$ cat src/rtl/atmega_pcint.sv
// Pin-change interrupt controller for one 8-bit port group.
// AVR-style PCICR/PCIFR/PCMSK registers, synchronised pad inputs, level interrupt request.
module atmega_pcint #(
  parameter int                         BUS_ADDR_IO_LEN = 16,
  parameter logic [BUS_ADDR_IO_LEN-1:0] PCICR_ADDR      = 0,
  parameter logic [BUS_ADDR_IO_LEN-1:0] PCIFR_ADDR      = 1,
  parameter logic [BUS_ADDR_IO_LEN-1:0] PCMSK_ADDR      = 2,
  parameter logic [7:0]                 PINMASK         = 8'hFF
) (
  input  logic                       clk,
  input  logic                       rst,
  input  logic [BUS_ADDR_IO_LEN-1:0] addr,
  input  logic                       wr,
  input  logic                       rd,
  input  logic [7:0]                 bus_in,
  output logic [7:0]                 bus_out,
  input  logic [7:0]                 pin_in,
  output logic                       int_rq,
  input  logic                       int_ack
);

  logic [7:0] s1, s2, prev;
  logic [7:0] pcmsk;
  logic       pcie, pcif;
  logic [1:0] cnt;
  logic       armed, change;
  logic       wr_pcicr, wr_pcifr, wr_pcmsk;

  assign wr_pcicr = wr && (addr == PCICR_ADDR);
  assign wr_pcifr = wr && (addr == PCIFR_ADDR);
  assign wr_pcmsk = wr && (addr == PCMSK_ADDR);

  // Detection is held off until the synchroniser and prev have filled after reset.
  assign armed  = (cnt == 2'd3);
  assign change = (|((s2 ^ prev) & pcmsk & PINMASK)) & armed;

  always_ff @(posedge clk) begin
    if (!rst) begin
      s1   <= 8'h00;
      s2   <= 8'h00;
      prev <= 8'h00;
      cnt  <= 2'd0;
    end else begin
      s1   <= pin_in;
      s2   <= s1;
      prev <= s2;
      if (cnt != 2'd3) cnt <= cnt + 2'd1;
    end
  end

  always_ff @(posedge clk) begin
    if (!rst) begin
      pcie  <= 1'b0;
      pcmsk <= 8'h00;
    end else begin
      if (wr_pcicr) pcie  <= bus_in[0];
      if (wr_pcmsk) pcmsk <= bus_in & PINMASK;
    end
  end

  // A new change always wins over a clear arriving in the same cycle.
  always_ff @(posedge clk) begin
    if (!rst)                       pcif <= 1'b0;
    else if (change)                pcif <= 1'b1;
    else if (wr_pcifr && bus_in[0]) pcif <= 1'b0;
    else if (int_ack)               pcif <= 1'b0;
  end

  assign int_rq = pcie & pcif;

  always_comb begin
    bus_out = 8'h00;
    if (rd) begin
      if (addr == PCICR_ADDR)      bus_out = {7'b0, pcie};
      else if (addr == PCIFR_ADDR) bus_out = {7'b0, pcif};
      else if (addr == PCMSK_ADDR) bus_out = pcmsk;
    end
  end

endmodule

$ cat config.mk
export PLATFORM = sky130hd
export DESIGN_NAME = atmega_pcint
export DESIGN_NICKNAME = d
export VERILOG_FILES = /design/src/rtl/atmega_pcint.sv
export SDC_FILE = /design/constraint.sdc
export NUM_CORES = 1
export LEC_CHECK = 0
export CAP_MARGIN = 15
export CORE_MARGIN = 1
export CORE_UTILIZATION = 41
export DETAILED_ROUTE_END_ITERATION = 10
export GPL_ROUTABILITY_DRIVEN = 0
export PLACE_DENSITY = 0.84
export SLEW_MARGIN = 5
export SYNTH_ARGS = -nofsm -noshare
export SYNTH_HDL_FRONTEND = slang
export SYNTH_SLANG_ARGS = --single-unit
$ cat constraint.sdc
create_clock -name clk -period 1.1 [get_ports clk]
set_clock_uncertainty 0.05 [all_clocks]
set_input_delay 0.11 -clock clk [delete_from_list [all_inputs] [get_ports clk]]
set_output_delay 0.11 -clock clk [all_outputs]
set_load 0.005 [all_outputs]
==> flow_summary.json, run 1 <==
{
  "status": "finished, violations left",
  "violations": "negative setup slack",
  "cp_num_buf_inv": 4,
  "critPathMaxFanout": 4,
  "max_freq_mhz": 664.2,
  "cts_root_buf": "clkbuf_4",
  "ys_async_sr_fraction_pct": 0,
  "core_area_um2": 3390,
  "portBuffers": 45,
  "timing.critical_path.to_type": "primary output",
  "vias": 1307,
  "yosysTopAreaCell": "dfxtp_1",
  "die_area_um2": 3811,
  "worstPathRequired_ns": 0.94,
  "worstHoldPathType": "in -> reg",
  "grt_max_degree": 24,
  "reg2reg_slack_ns": -0.03,
  "cts.sinks": 36,
  "placed_area_um2": 2048,
  "clk_latency_ns": 0.34,
  "rr_startpoint": "prev[3]$_SDFF_PN0_",
  "cp-startpoint": "addr[14]",
  "path_class": "in -> out",
  "overflow": 0,
  "critPathTopFamily": "simple AND/OR/NAND/NOR gates",
  "die_h_um": 61.73,
  "h-tree-depth": 2,
  "crit_chain": "buf_6 -> nor4_4 -> nand4_2 -> nor2_4 -> buf_6 -> buf_6 -> and2_4 -> buf_6",
  "yosysMostFrequentCell": "dfxtp_1",
  "r2r_end": "pcif$_SDFFE_PN0P_",
  "hold_viol": 0,
  "antenna_found_initial": 0,
  "hpwl_um": 2372,
  "track_usage_pct": 19.63,
  "n_antenna_cell": 0,
  "areaGrowthSynthToFinish_pct": 54.75,
  "setup_viol": 14,
  "ys_seq_area_share_pct": 49.27,
  "ir_drop_uv": 994.8,
  "fin_crit_sh_pct": 136.9,
  "synthDominantCellAreaShare_pct": 49.27,
  "hold_start": "addr[0]",
  "tritoncts": "done",
  "start_util_pct": 43.15,
  "min_period_ns": 1.506,
  "slowest_stage": "nor4_4",
  "worstMarginPinSlew_ns": 0.4061,
  "rr_worst_depth": 4,
  "io_pins": 46,
  "grt_pass1_vias": 1310,
  "tns_ns": -2.986,
  "die_w_um": 61.73,
  "crit_top_cell": "buf_6",
  "slew_violations": 0,
  "cts-buffers-inserted": 5,
  "start_kind": "primary input",
  "ys.flop_type": "dfxtp_1",
  "hold-worst-slack_ns": 0.2195,
  "fill_cells": 255,
  "ys_types": 30,
  "cts_hold_buf": 0,
  "synth_edf_count": 0,
  "yosys_warnings": 0,
  "synthesis.area_um2": 1463,
  "whs_path_depth": 4,
  "power_uw": 2566,
  "syn-num-nets": 179,
  "row_count": 21,
  "critPathMaxStageDelay_ns": 0.33,
  "dr.pass1.iters": 4,
  "worstPathArrival_ns": 1.35,
  "grt_pass1_wl_um": 5354,
  "synthCells": 141,
  "routed_wl_um": 3731,
  "drt_iter0_markers": 78,
  "slew_headroom_pct": 72.89,
  "power.leakage_uw": 0.0009642,
  "wl_per_cell_um": 14.52,
  "layout-drive-gt1-share_pct": 37.91,
  "yosys_register_bits": 36,
  "drc_errors": 0,
  "clk_pin_slew_worst_paths_ns": 0.10,
  "rsz0062_at_grt": "true",
  "utilization_pct": 66.78,
  "routed_via_density": 5.086,
  "synth.avg_cell_area_um2": 10.37,
  "final_area_um2": 2263,
  "worst_slack_ns": -0.4055,
  "ctsLongestPathBuffers": 2,
  "yosys-top-cells-count": "36 x dfxtp_1, 32 x and2_1, 10 x nand4_1",
  "p_per_area_nw_per_um2": 1134,
  "synthTopCellsByArea": "dfxtp_1 49%, and2_1 14%, xor2_1 5.4%, nor4_4 4.4%, nand4_1 4.3%",
  "min_to": "pcie$_SDFFE_PN0P_",
  "multi_input_area_um2": 769.5,
  "nets": 248,
  "cap_violations": 0,
  "ant_nets": 0,
  "regArea_um2": 724.4
}
## cell usage in the layout (no fill, tap or decap), drive strengths merged, types with 3 or more instances in the layout
cell / n
a21oi: 9
a22oi: 4
and2: 32
buf: 46
clkbuf: 6
clkdlybuf4s50: 20
dfxtp: 36
inv: 3
nand4: 11
nor2: 4
nor3: 3
nor4: 3
o21ai: 8
xor2: 9
## where the power goes
part	internal [uW]	switching (uW)
clock	476	410
combinational	180	123
sequential	1350	21.6
total	2010	554
## per-stage QoR
step	setup WS (ns)	instances
floorplan	-0.1082	141
global placement	-1.012	241
detailed placement	-1.058	241
CTS	-0.3749	255
global route	-0.4743	257
finish	-0.4055	257
## cell families (layout without fill, tap and decap cells)
family / count (synthesis) / count (layout) / share of synthesized area, %
and+or+nand+nor: 60 / 60 / 29.94
DFF: 36 / 36 / 49.27
AOI/OAI and AO/OA: 25 / 25 / 10.69
xor gates and xnor gates: 9 / 9 / 5.390
buffers and inverters: 9 / 79 / 3.165
adders and majority gates: 1 / 1 / 0.8553
muxes: 1 / 1 / 0.6844
## routing by layer
layer | up-vias | track usage (%) | wire length [um]
li1 | 636 | - | -
met1 | 597 | 19.01 | 1378
met2 | 59 | 36.41 | 1947
met3 | 15 | 5.383 | 287
met4 | 0 | 12.70 | 118
met5 | - | 0 | 0
## worst min-delay path: cells and delay by family
kind / cells / cell delay [ns]
buffers and inverters: 2 / 0.27
AOI/OAI and AO/OA: 2 / 0.19
## area by class of cell
class                   instances  area share, %
multi-input cells              96          34.00
flip-flops and latches         36          32.01
repair buffers                 68          27.58
well taps                      46          2.543
clock buffers                   6          1.824
clock inverters                 2          1.548
inverters                       3         0.4975
## worst max path at each step
stage | slack, ns | endpoint | depth (start not counted)
floorplan | -0.11 | bus_out[0] | 5
global placement | -1.01 | bus_out[0] | 6
detailed placement | -1.06 | bus_out[0] | 6
CTS | -0.37 | bus_out[0] | 7
global route | -0.47 | bus_out[0] | 6
finish | -0.41 | bus_out[1] | 8
## what timing repair did
item                                    CTS  global route
endpoints found under the setup margin   19            19
buffers inserted                          7             2
endpoints found under the hold margin     0             0
pin swaps                                20            19
gates resized for setup                 124            24
## state kept, by name, summed over array words and instances, names as in the netlist
register  flops
cnt           2
pcie          1
pcif          1
pcmsk         8
prev          8
s1            8
s2            8
No activity file was read; power rests on OpenSTA's default activity.
==> inputs of run 2 (changes only) <==
CTS_CLUSTER_DIAMETER = 80   (was not set)
==> results of run 2 <==
No change in the layout: final DEF, timing and power equal those of run 1.
